--- config.mk ---
export PLATFORM = sky130hd
export DESIGN_NAME = cci_mpf_shim_mdata_tag_alloc
export DESIGN_NICKNAME = d
export VERILOG_FILES = /design/src/rtl/cci_mpf_shim_mdata_tag_alloc_pkg.sv /design/src/rtl/cci_mpf_shim_mdata_tag_alloc_free_list.sv /design/src/rtl/cci_mpf_shim_mdata_tag_alloc.sv
export SDC_FILE = /design/constraint.sdc
export NUM_CORES = 2
export LEC_CHECK = 0
export ABC_AREA = 1
export BUFFER_PORTS_ARGS = -buffer_cell sky130_fd_sc_hd__buf_4
export CAP_MARGIN = 20
export CORE_MARGIN = 5
export CORE_UTILIZATION = 28
export CTS_BUF_LIST = sky130_fd_sc_hd__clkbuf_4 sky130_fd_sc_hd__clkbuf_8
export DETAILED_ROUTE_END_ITERATION = 8
export PLACE_DENSITY = 0.41
export SLEW_MARGIN = 10
export SYNTH_ARGS = -nofsm -noshare
export SYNTH_HDL_FRONTEND = slang
export SYNTH_SLANG_ARGS = --single-unit
--- constraint.sdc ---
create_clock -name clk -period 7 [get_ports clk]
set_input_delay 0.7 -clock clk [delete_from_list [all_inputs] [get_ports clk]]
set_output_delay 0.7 -clock clk [all_outputs]
set_load 0.02 [all_outputs]
--- src/rtl/cci_mpf_shim_mdata_tag_alloc_pkg.sv ---
// rtl/cci_mpf_shim_mdata_tag_alloc_pkg.sv - shared types and constants for the Mdata tag allocator
package cci_mpf_shim_mdata_tag_alloc_pkg;

  // Default configuration of the allocator
  localparam int MPF_MAX_ACTIVE_REQS_DEFAULT = 128;
  localparam int MPF_N_MDATA_BITS_DEFAULT    = 16;

  // Free-tag count at or below which callers must stop issuing.
  // Covers the requests already in flight in the caller's pipeline.
  localparam int MPF_TAG_ALM_FULL_THRESHOLD  = 2;

  // Mdata as carried on the request/response channels
  typedef logic [MPF_N_MDATA_BITS_DEFAULT-1:0] t_mpf_mdata;

  // Tag index for the default number of active requests
  typedef logic [$clog2(MPF_MAX_ACTIVE_REQS_DEFAULT)-1:0] t_tag_idx;

  // Free list life cycle: fill with every tag, then serve pops/pushes
  typedef enum logic [0:0] {
    FL_INIT = 1'b0,
    FL_RUN  = 1'b1
  } t_free_list_state;

  // True when a free count has reached the almost-full threshold
  function automatic logic at_or_below(input logic [31:0] cnt, input logic [31:0] thresh);
    return cnt <= thresh;
  endfunction

endpackage

--- src/rtl/cci_mpf_shim_mdata_tag_alloc_free_list.sv ---
// rtl/cci_mpf_shim_mdata_tag_alloc_free_list.sv - circular free list of tags with init fill, pop/push and count
module cci_mpf_shim_mdata_tag_alloc_free_list
  import cci_mpf_shim_mdata_tag_alloc_pkg::*;
#(
  parameter int N_ENTRIES          = MPF_MAX_ACTIVE_REQS_DEFAULT,
  parameter int ALM_FULL_THRESHOLD = MPF_TAG_ALM_FULL_THRESHOLD,
  localparam int N_IDX             = $clog2(N_ENTRIES)
) (
  input  logic             clk,
  input  logic             reset,

  output logic             rdy_o,
  output logic             almfull_o,

  input  logic             pop_i,
  output logic [N_IDX-1:0] pop_idx_o,

  input  logic             push_i,
  input  logic [N_IDX-1:0] push_idx_i,

  output logic [N_IDX:0]   free_cnt_o
);

  localparam logic [N_IDX:0]   FULL_CNT = (N_IDX+1)'(N_ENTRIES);
  localparam logic [N_IDX-1:0] LAST_IDX = N_IDX'(N_ENTRIES - 1);

  t_free_list_state state_q, state_d;

  logic [N_IDX-1:0] ring_q [N_ENTRIES];
  logic [N_IDX-1:0] head_q, head_d;
  logic [N_IDX-1:0] tail_q, tail_d;
  logic [N_IDX:0]   free_cnt_q, free_cnt_d;
  logic             almfull_q;

  logic             wr_en;
  logic [N_IDX-1:0] wr_data;

  // Next state: INIT writes tag == slot index at the tail each cycle;
  // RUN pops at the head and appends released tags at the tail.
  always_comb begin
    state_d    = state_q;
    head_d     = head_q;
    tail_d     = tail_q;
    free_cnt_d = free_cnt_q;
    wr_en      = 1'b0;
    wr_data    = push_idx_i;

    case (state_q)
      FL_INIT: begin
        wr_en      = 1'b1;
        wr_data    = tail_q;
        tail_d     = tail_q + 1'b1;
        free_cnt_d = free_cnt_q + 1'b1;
        if (tail_q == LAST_IDX) begin
          state_d = FL_RUN;
        end
      end

      FL_RUN: begin
        wr_en = push_i;
        if (pop_i) begin
          head_d = head_q + 1'b1;
        end
        if (push_i) begin
          tail_d = tail_q + 1'b1;
        end
        if (pop_i && !push_i) begin
          free_cnt_d = free_cnt_q - 1'b1;
        end else if (push_i && !pop_i) begin
          free_cnt_d = free_cnt_q + 1'b1;
        end
      end
    endcase
  end

  // State, pointers and count; almfull is derived from next-state count so
  // it reflects this cycle's pops and pushes without extra lag.
  always_ff @(posedge clk) begin
    if (reset) begin
      state_q    <= FL_INIT;
      head_q     <= '0;
      tail_q     <= '0;
      free_cnt_q <= '0;
      almfull_q  <= 1'b1;
    end else begin
      state_q    <= state_d;
      head_q     <= head_d;
      tail_q     <= tail_d;
      free_cnt_q <= free_cnt_d;
      almfull_q  <= (state_d != FL_RUN) ||
                    at_or_below(32'(free_cnt_d), 32'(ALM_FULL_THRESHOLD));
    end
  end

  // Ring storage write port
  always_ff @(posedge clk) begin
    if (wr_en && !reset) begin
      ring_q[tail_q] <= wr_data;
    end
  end

  assign rdy_o      = (state_q == FL_RUN);
  assign almfull_o  = almfull_q;
  assign pop_idx_o  = ring_q[head_q];
  assign free_cnt_o = free_cnt_q;

  // Caller protocol: pops only when ready with a free tag, pushes never overfill
  a_pop_legal: assert property (@(posedge clk) disable iff (reset)
    pop_i |-> (state_q == FL_RUN) && (free_cnt_q != '0));

  a_push_legal: assert property (@(posedge clk) disable iff (reset)
    push_i |-> (free_cnt_q != FULL_CNT));

endmodule

--- src/rtl/cci_mpf_shim_mdata_tag_alloc.sv ---
// rtl/cci_mpf_shim_mdata_tag_alloc.sv - unique Mdata tag allocation with original Mdata save/restore
module cci_mpf_shim_mdata_tag_alloc
  import cci_mpf_shim_mdata_tag_alloc_pkg::*;
#(
  parameter int MAX_ACTIVE_REQS    = MPF_MAX_ACTIVE_REQS_DEFAULT,
  parameter int N_MDATA_BITS       = MPF_N_MDATA_BITS_DEFAULT,
  parameter int ALM_FULL_THRESHOLD = MPF_TAG_ALM_FULL_THRESHOLD,
  localparam int N_IDX             = $clog2(MAX_ACTIVE_REQS)
) (
  input  logic                    clk,
  input  logic                    reset,

  output logic                    rdy_o,
  output logic                    req_almfull_o,

  input  logic                    req_en_i,
  input  logic [N_MDATA_BITS-1:0] req_mdata_i,
  output logic [N_IDX-1:0]        req_tag_o,

  input  logic                    rsp_en_i,
  input  logic [N_IDX-1:0]        rsp_tag_i,
  input  logic                    rsp_eop_i,
  output logic [N_MDATA_BITS-1:0] T1_rsp_mdata_o,

  output logic [N_IDX:0]          n_active_o
);

  localparam logic [N_IDX:0] FULL_CNT = (N_IDX+1)'(MAX_ACTIVE_REQS);

  logic [N_IDX:0]          free_cnt;

  logic                    rel_valid_q;
  logic [N_IDX-1:0]        rel_tag_q;

  logic                    wr_valid_q;
  logic [N_IDX-1:0]        wr_idx_q;
  logic [N_MDATA_BITS-1:0] wr_mdata_q;

  logic [N_MDATA_BITS-1:0] mdata_ram [MAX_ACTIVE_REQS];
  logic [N_MDATA_BITS-1:0] rsp_mdata_q;

  cci_mpf_shim_mdata_tag_alloc_free_list #(
    .N_ENTRIES          (MAX_ACTIVE_REQS),
    .ALM_FULL_THRESHOLD (ALM_FULL_THRESHOLD)
  ) u_free_list (
    .clk        (clk),
    .reset      (reset),
    .rdy_o      (rdy_o),
    .almfull_o  (req_almfull_o),
    .pop_i      (req_en_i),
    .pop_idx_o  (req_tag_o),
    .push_i     (rel_valid_q),
    .push_idx_i (rel_tag_q),
    .free_cnt_o (free_cnt)
  );

  // Release stage: only the last flit of a packet returns its tag; reset drops it
  always_ff @(posedge clk) begin
    if (reset) begin
      rel_valid_q <= 1'b0;
    end else begin
      rel_valid_q <= rsp_en_i && rsp_eop_i;
    end
    rel_tag_q <= rsp_tag_i;
  end

  // Capture each allocation so its Mdata write lands on the following edge
  always_ff @(posedge clk) begin
    if (reset) begin
      wr_valid_q <= 1'b0;
    end else begin
      wr_valid_q <= req_en_i;
    end
    wr_idx_q   <= req_tag_o;
    wr_mdata_q <= req_mdata_i;
  end

  // Saved Mdata write port
  always_ff @(posedge clk) begin
    if (wr_valid_q) begin
      mdata_ram[wr_idx_q] <= wr_mdata_q;
    end
  end

  // Saved Mdata read port: restored value for every response flit, one cycle later
  always_ff @(posedge clk) begin
    if (rsp_en_i) begin
      rsp_mdata_q <= mdata_ram[rsp_tag_i];
    end
  end

  assign T1_rsp_mdata_o = rsp_mdata_q;

  // Free count climbs during INIT, so report no activity until the list is ready
  assign n_active_o = rdy_o ? (FULL_CNT - free_cnt) : '0;

endmodule

After elaboration in Yosys (flattened, before gate mapping). Memory sizes are Yosys's and may differ from the RTL's. A register that Yosys moved wholly into a read port is not among the register bits. Cells that the tools add are included.

Bitwise gates (word level): 2. Mux-type cells: 16. $add $sub $neg: 5. Reductions and logical operators: 9. Equal/unequal tests: 2. Order comparisons: 1.

Operator list (number): $mux W7 (4); $mux W8 (3); $pmux W8 S2 (1); $add A7 B1 Y7 const B (2); $pmux W7 S2 (1); $add A8 B1 Y8 const B (1); $le A8 B2 Y1 const B (1); $sub A8 B1 Y8 const B (1); $sub A8 B8 Y8 const A (1); $eq A7 B7 Y1 const B (1); $mux W1 (6); $logic_and A1 B1 Y1 (4); $logic_not A1 Y1 (3); $ne A2 B2 Y1 const B (1); $not A1 Y1 (2); $pmux W1 S2 (1); $reduce_and A2 Y1 (1); $logic_or A1 B1 Y1 (1).

Output and inout port bits: 33. Memory bits (writable): 2944. Memories: 2. Register bits: 56.

Memory list: mdata_ram (depth 128, width 16, rd ports 1, clocked after Yosys merged registers in 1, write ports 1, line cci_mpf_shim_mdata_tag_alloc.sv:39) `logic [N_MDATA_BITS-1:0] mdata_ram [MAX_ACTIVE_REQS];`; u_free_list.ring_q (depth 128, width 7, rd ports 1, clocked after Yosys merged registers in 1, write ports 1, line cci_mpf_shim_mdata_tag_alloc_free_list.sv:29) `logic [N_IDX-1:0] ring_q [N_ENTRIES];`.

Depth between registers and ports, before layout.
Depth after elaboration: 7. Mapped depth: 14. Depth with buffers taken out: 13.

Cells and area by module. Synthesis repeated with hierarchy kept, for this count alone.

Cell total of the unflattened synthesis: 10250. Area total of the unflattened synthesis: 122247.2 um^2.

Modules (own cells, without submodules): cci_mpf_shim_mdata_tag_alloc (instances 1, area each 83716.5 um^2, cells each 6864); cci_mpf_shim_mdata_tag_alloc_free_list (instances 1, area each 38530.7 um^2, cells each 3386).

Least setup slack after synthesis. No wires, ideal clock.

Path kind: reg2reg. Start: register u_free_list.state_q (netlist: u_free_list.rdy_o). End: memory u_free_list.ring_q[0][5] (netlist bit), data pin. Setup time: 1.197 ns. Data required time: 5.803 ns. Path slack: -0.140 ns. Path buffers: 3. Arrival time: 5.944 ns. Stages on the path, launching flop included: 5. Cell sequence: dfxtp_1 > clkbuf_2 > clkbuf_1 > clkbuf_1 > o21ai_0.

Longest elaborated chain between the ends: 1.

RTL lines: start: declaration (line cci_mpf_shim_mdata_tag_alloc_free_list.sv:27) `t_free_list_state state_q, state_d;`; start signal: assignment (line cci_mpf_shim_mdata_tag_alloc_free_list.sv:86) `state_q <= state_d;`; $mux W7 (line cci_mpf_shim_mdata_tag_alloc_free_list.sv:48) `case (state_q)`; net u_free_list.wr_data[5] (line cci_mpf_shim_mdata_tag_alloc_free_list.sv:36) `logic [N_IDX-1:0] wr_data;`; end: declaration (line cci_mpf_shim_mdata_tag_alloc_free_list.sv:29).

The timed path passes the listed nets, and every way through them passes these cells.

==> reports/qor.txt <==
outcome: completed
Synth top area share: 72.95%
syn_nets: 10220
fillers: 43530
Clock Pin Slew Worst Setup and Hold Paths: 0.06 ns
worst hold stages: 2
DR vias/cell: 4.840
Reg2Reg Capture Point: wr_idx_q[3]
Startpoint Class: flop
MaxCap Viol Count: 0
vias in the first global route: 78130
Crit. End Element: output pin
worst hold start: req_mdata_i[7]
Synth Flop Type: edfxtp_1
CTS tree: done
Synth area leader: edfxtp_1
Min-Delay Endpoint: wr_mdata_q[7]
RSZ-0062 raised after global routing: no
FFs w/ async S/R, synth: 0%
Final Skew: 0.08473 ns
Max H-tree Level: 6
Avg WL per Cell: 23.43 um
# clock sinks: 3023
share of cells above drive strength 1: 11.44%
Seq cells post-synth: 3023
crit path max fanout: 220
Lkg Pwr: 48.20 nW
residual DRC count: 0
Final setup viols: 0
Seq/Total Area, Yosys: 73.98%
1st-pass router iterations: 6
Finished Layout Cells: 16540
Cell variety after synth: 32
maximum root-to-sink buffer count: 4
FP Rows: 242
worst hold path class: in -> reg
Post-synth EDFFs: 2960
global-route wire length before repair: 558.5 mm
Layout area overhead: 14.25%
top cells by area, synth: edfxtp_1 73%, nand3_1 12%, nand2_1 9.8%
Post-DRT Antenna Nets: 0
placed insts: 15550
nets: 10420
commonest cells after routing, fill and taps aside: 3193 x nand2_1, 2960 x edfxtp_1, 2849 x nand3_1, 566 x clkbuf_8, 265 x nor2_1
die area: 448500 um2
Worst EP required: 6.30 ns
Worst R2R Path Depth: 12
total core area: 433900 um2
Arr. time, crit path: 5.15 ns
clk_lat worst skew: 1.16 ns
total I/O pin count: 61
cell count after synthesis: 10180
most common cell after layout, fill and taps aside: nand2_1
gr usage total: 16.59%
Crit Path Class: reg -> out
Initial Utilization: 28.08%
via count: 80070
Placer Congestion: 0.7895
post-layout minimum cycle time: 5.854 ns
antenna violations before repair: 30
endpoints failing hold: 0
pin slew with the least headroom to its limit: 1.295 ns
R2R setup slack: 3.01 ns
TNS Setup: 0 ns
# port buffers: 60
synthesized area per cell: 11.97 um2
die width: 669.7 um
pwr/cell area: 272.0 nW/um2
grt ovf: 0
CTS resizes: 0
synthesized area: 121900 um2
Achievable Freq: 170.8 MHz
warnings from Yosys: 0
Final Cycle Share: 83.63%
largest net degree at the start of global routing: 225
CTS root buffer: clkbuf_8
Iter 0 DRT Violations: 7213
Slew Limit Fails: 0
Peak VDD IR: 0.0001648 V
die span in y: 669.7 um
hpwl dp: 211.0 mm
cts bufs inserted: 542
routed wire length: 387.6 mm
Slew headroom: 13.69%
## through the flow
step | utilization (%) | hold WS, ns | power [mW] | cell area [um2] | setup slack, ns
2_1_floorplan | - | 0.4715 | 21.33 | 121900 | 0.06750
3_3_place_gp | 29.58 | 0.4925 | 22.13 | 128400 | 2.342
3_5_place_dp | 29.61 | 0.5020 | 22.15 | 128500 | 2.341
4_1_cts | 32.05 | 0.04019 | 38.39 | 139100 | 1.034
5_1_grt | 32.08 | 0.09543 | 39.36 | 139200 | 0.7641
6_report | 32.09 | 0.1912 | 37.87 | 139200 | 1.146
## metal layers
| layer | track usage, % | share of wire (%) | up-vias | wire (um) |
|---|---|---|---|---|
| met3 | 2.858 | 6.4 | 556 | 24790 |
| met2 | 25.86 | 45 | 2564 | 175600 |
| met1 | 23.72 | 46 | 40240 | 176600 |
| met4 | 4.829 | 2.7 | 2 | 10580 |
| li1 | - | - | 36710 | - |
| met5 | 0 | 0.0034 | - | 13 |
## synthesized netlist by cell type, types with 2 or more instances
library cell	count
nand2_1	3193
edfxtp_1	2960
nand3_1	2849
buf_2	367
nor2_1	292
clkbuf_1	123
buf_4	86
dfxtp_1	63
buf_1	62
inv_1	55
buf_6	29
o21ai_0	25
nand4_1	22
a21oi_1	18
nor4_1	8
ha_1	5
inv_2	5
nor3_1	4
xor2_1	3
inv_4	2
nor2_4	2
## power breakdown
part | internal [mW] | switching [mW]
combinational | 0.387 | 1.35
clock | 8.74 | 7.37
sequential | 19.9 | 0.132
## area by class of cell
cell class / instances / area [um2] / area share [%]
Sequential cell: 3023 / 90220 / 64.80
Multi-Input combinational cell: 6430 / 28150 / 20.22
Clock buffer: 777 / 9374 / 6.733
Tap cell: 5734 / 7174 / 5.153
Timing Repair Buffer: 329 / 2990 / 2.148
Clock inverter: 173 / 980.9 / 0.7046
Inverter: 63 / 292.8 / 0.2103
Antenna cell: 14 / 35.03 / 0.02516
## critical path, stage by stage (launching register included)
cell,delay [ns]
dfxtp_4,0.72
buf_12,0.78
buf_4,0.89
nand2_1,0.12
nand3_1,0.14
nand3_1,0.11
nand3_1,0.13
nand2_1,0.09
nand2_1,0.17
nand3_1,0.23
nand2_1,0.15
nand2_1,0.06
nand2_1,0.12
buf_4,0.16
## logic make-up (layout without fill, tap and decap cells)
group | count (synthesis) | count (layout) | synth area share, %
adders and majority gates | 5 | 5 | 0.05134
buffers and inverters | 731 | 1342 | 3.077
AOI/OAI and AO/OA | 48 | 48 | 0.2085
DFF | 3023 | 3023 | 73.98
xor gates and xnor gates | 4 | 4 | 0.02876
and+or+nand+nor | 6373 | 6373 | 22.65
other | 0 | 14 | 0
## sequential cells by signal (all words and copies together), names as in the netlist, named ones only
register and flops:
wr_mdata_q 16, u_free_list.head_q 7, u_free_list.rdy_o 1, mdata_ram 2048, u_free_list.almfull_o 1, wr_valid_q 1
wr_idx_q 7, T1_rsp_mdata_o 16, rel_tag_q 7, u_free_list.ring_q 896, u_free_list.free_cnt_o 8, u_free_list.tail_q 7
rel_valid_q 1
## repair_timing
action | CTS | global route
hold buffers | 23 | 0
buffers inserted | 0 | 0
endpoints found under the hold margin | 54 | 0
## how the worst max path moves through the flow
stage / startpoint / endpoint / slack (ns) / depth (start not counted)
after floorplan: u_free_list.rdy_o / u_free_list.ring_q[0][0] / 0.07 / 3
after global placement: flop / req_tag_o[1] / 2.34 / 13
after detailed placement: flop / req_tag_o[1] / 2.34 / 13
after CTS: flop / req_tag_o[1] / 1.03 / 13
after global routing: flop / req_tag_o[0] / 0.76 / 13
final: flop / req_tag_o[1] / 1.15 / 13
No activity file was read; power rests on OpenSTA's default activity.
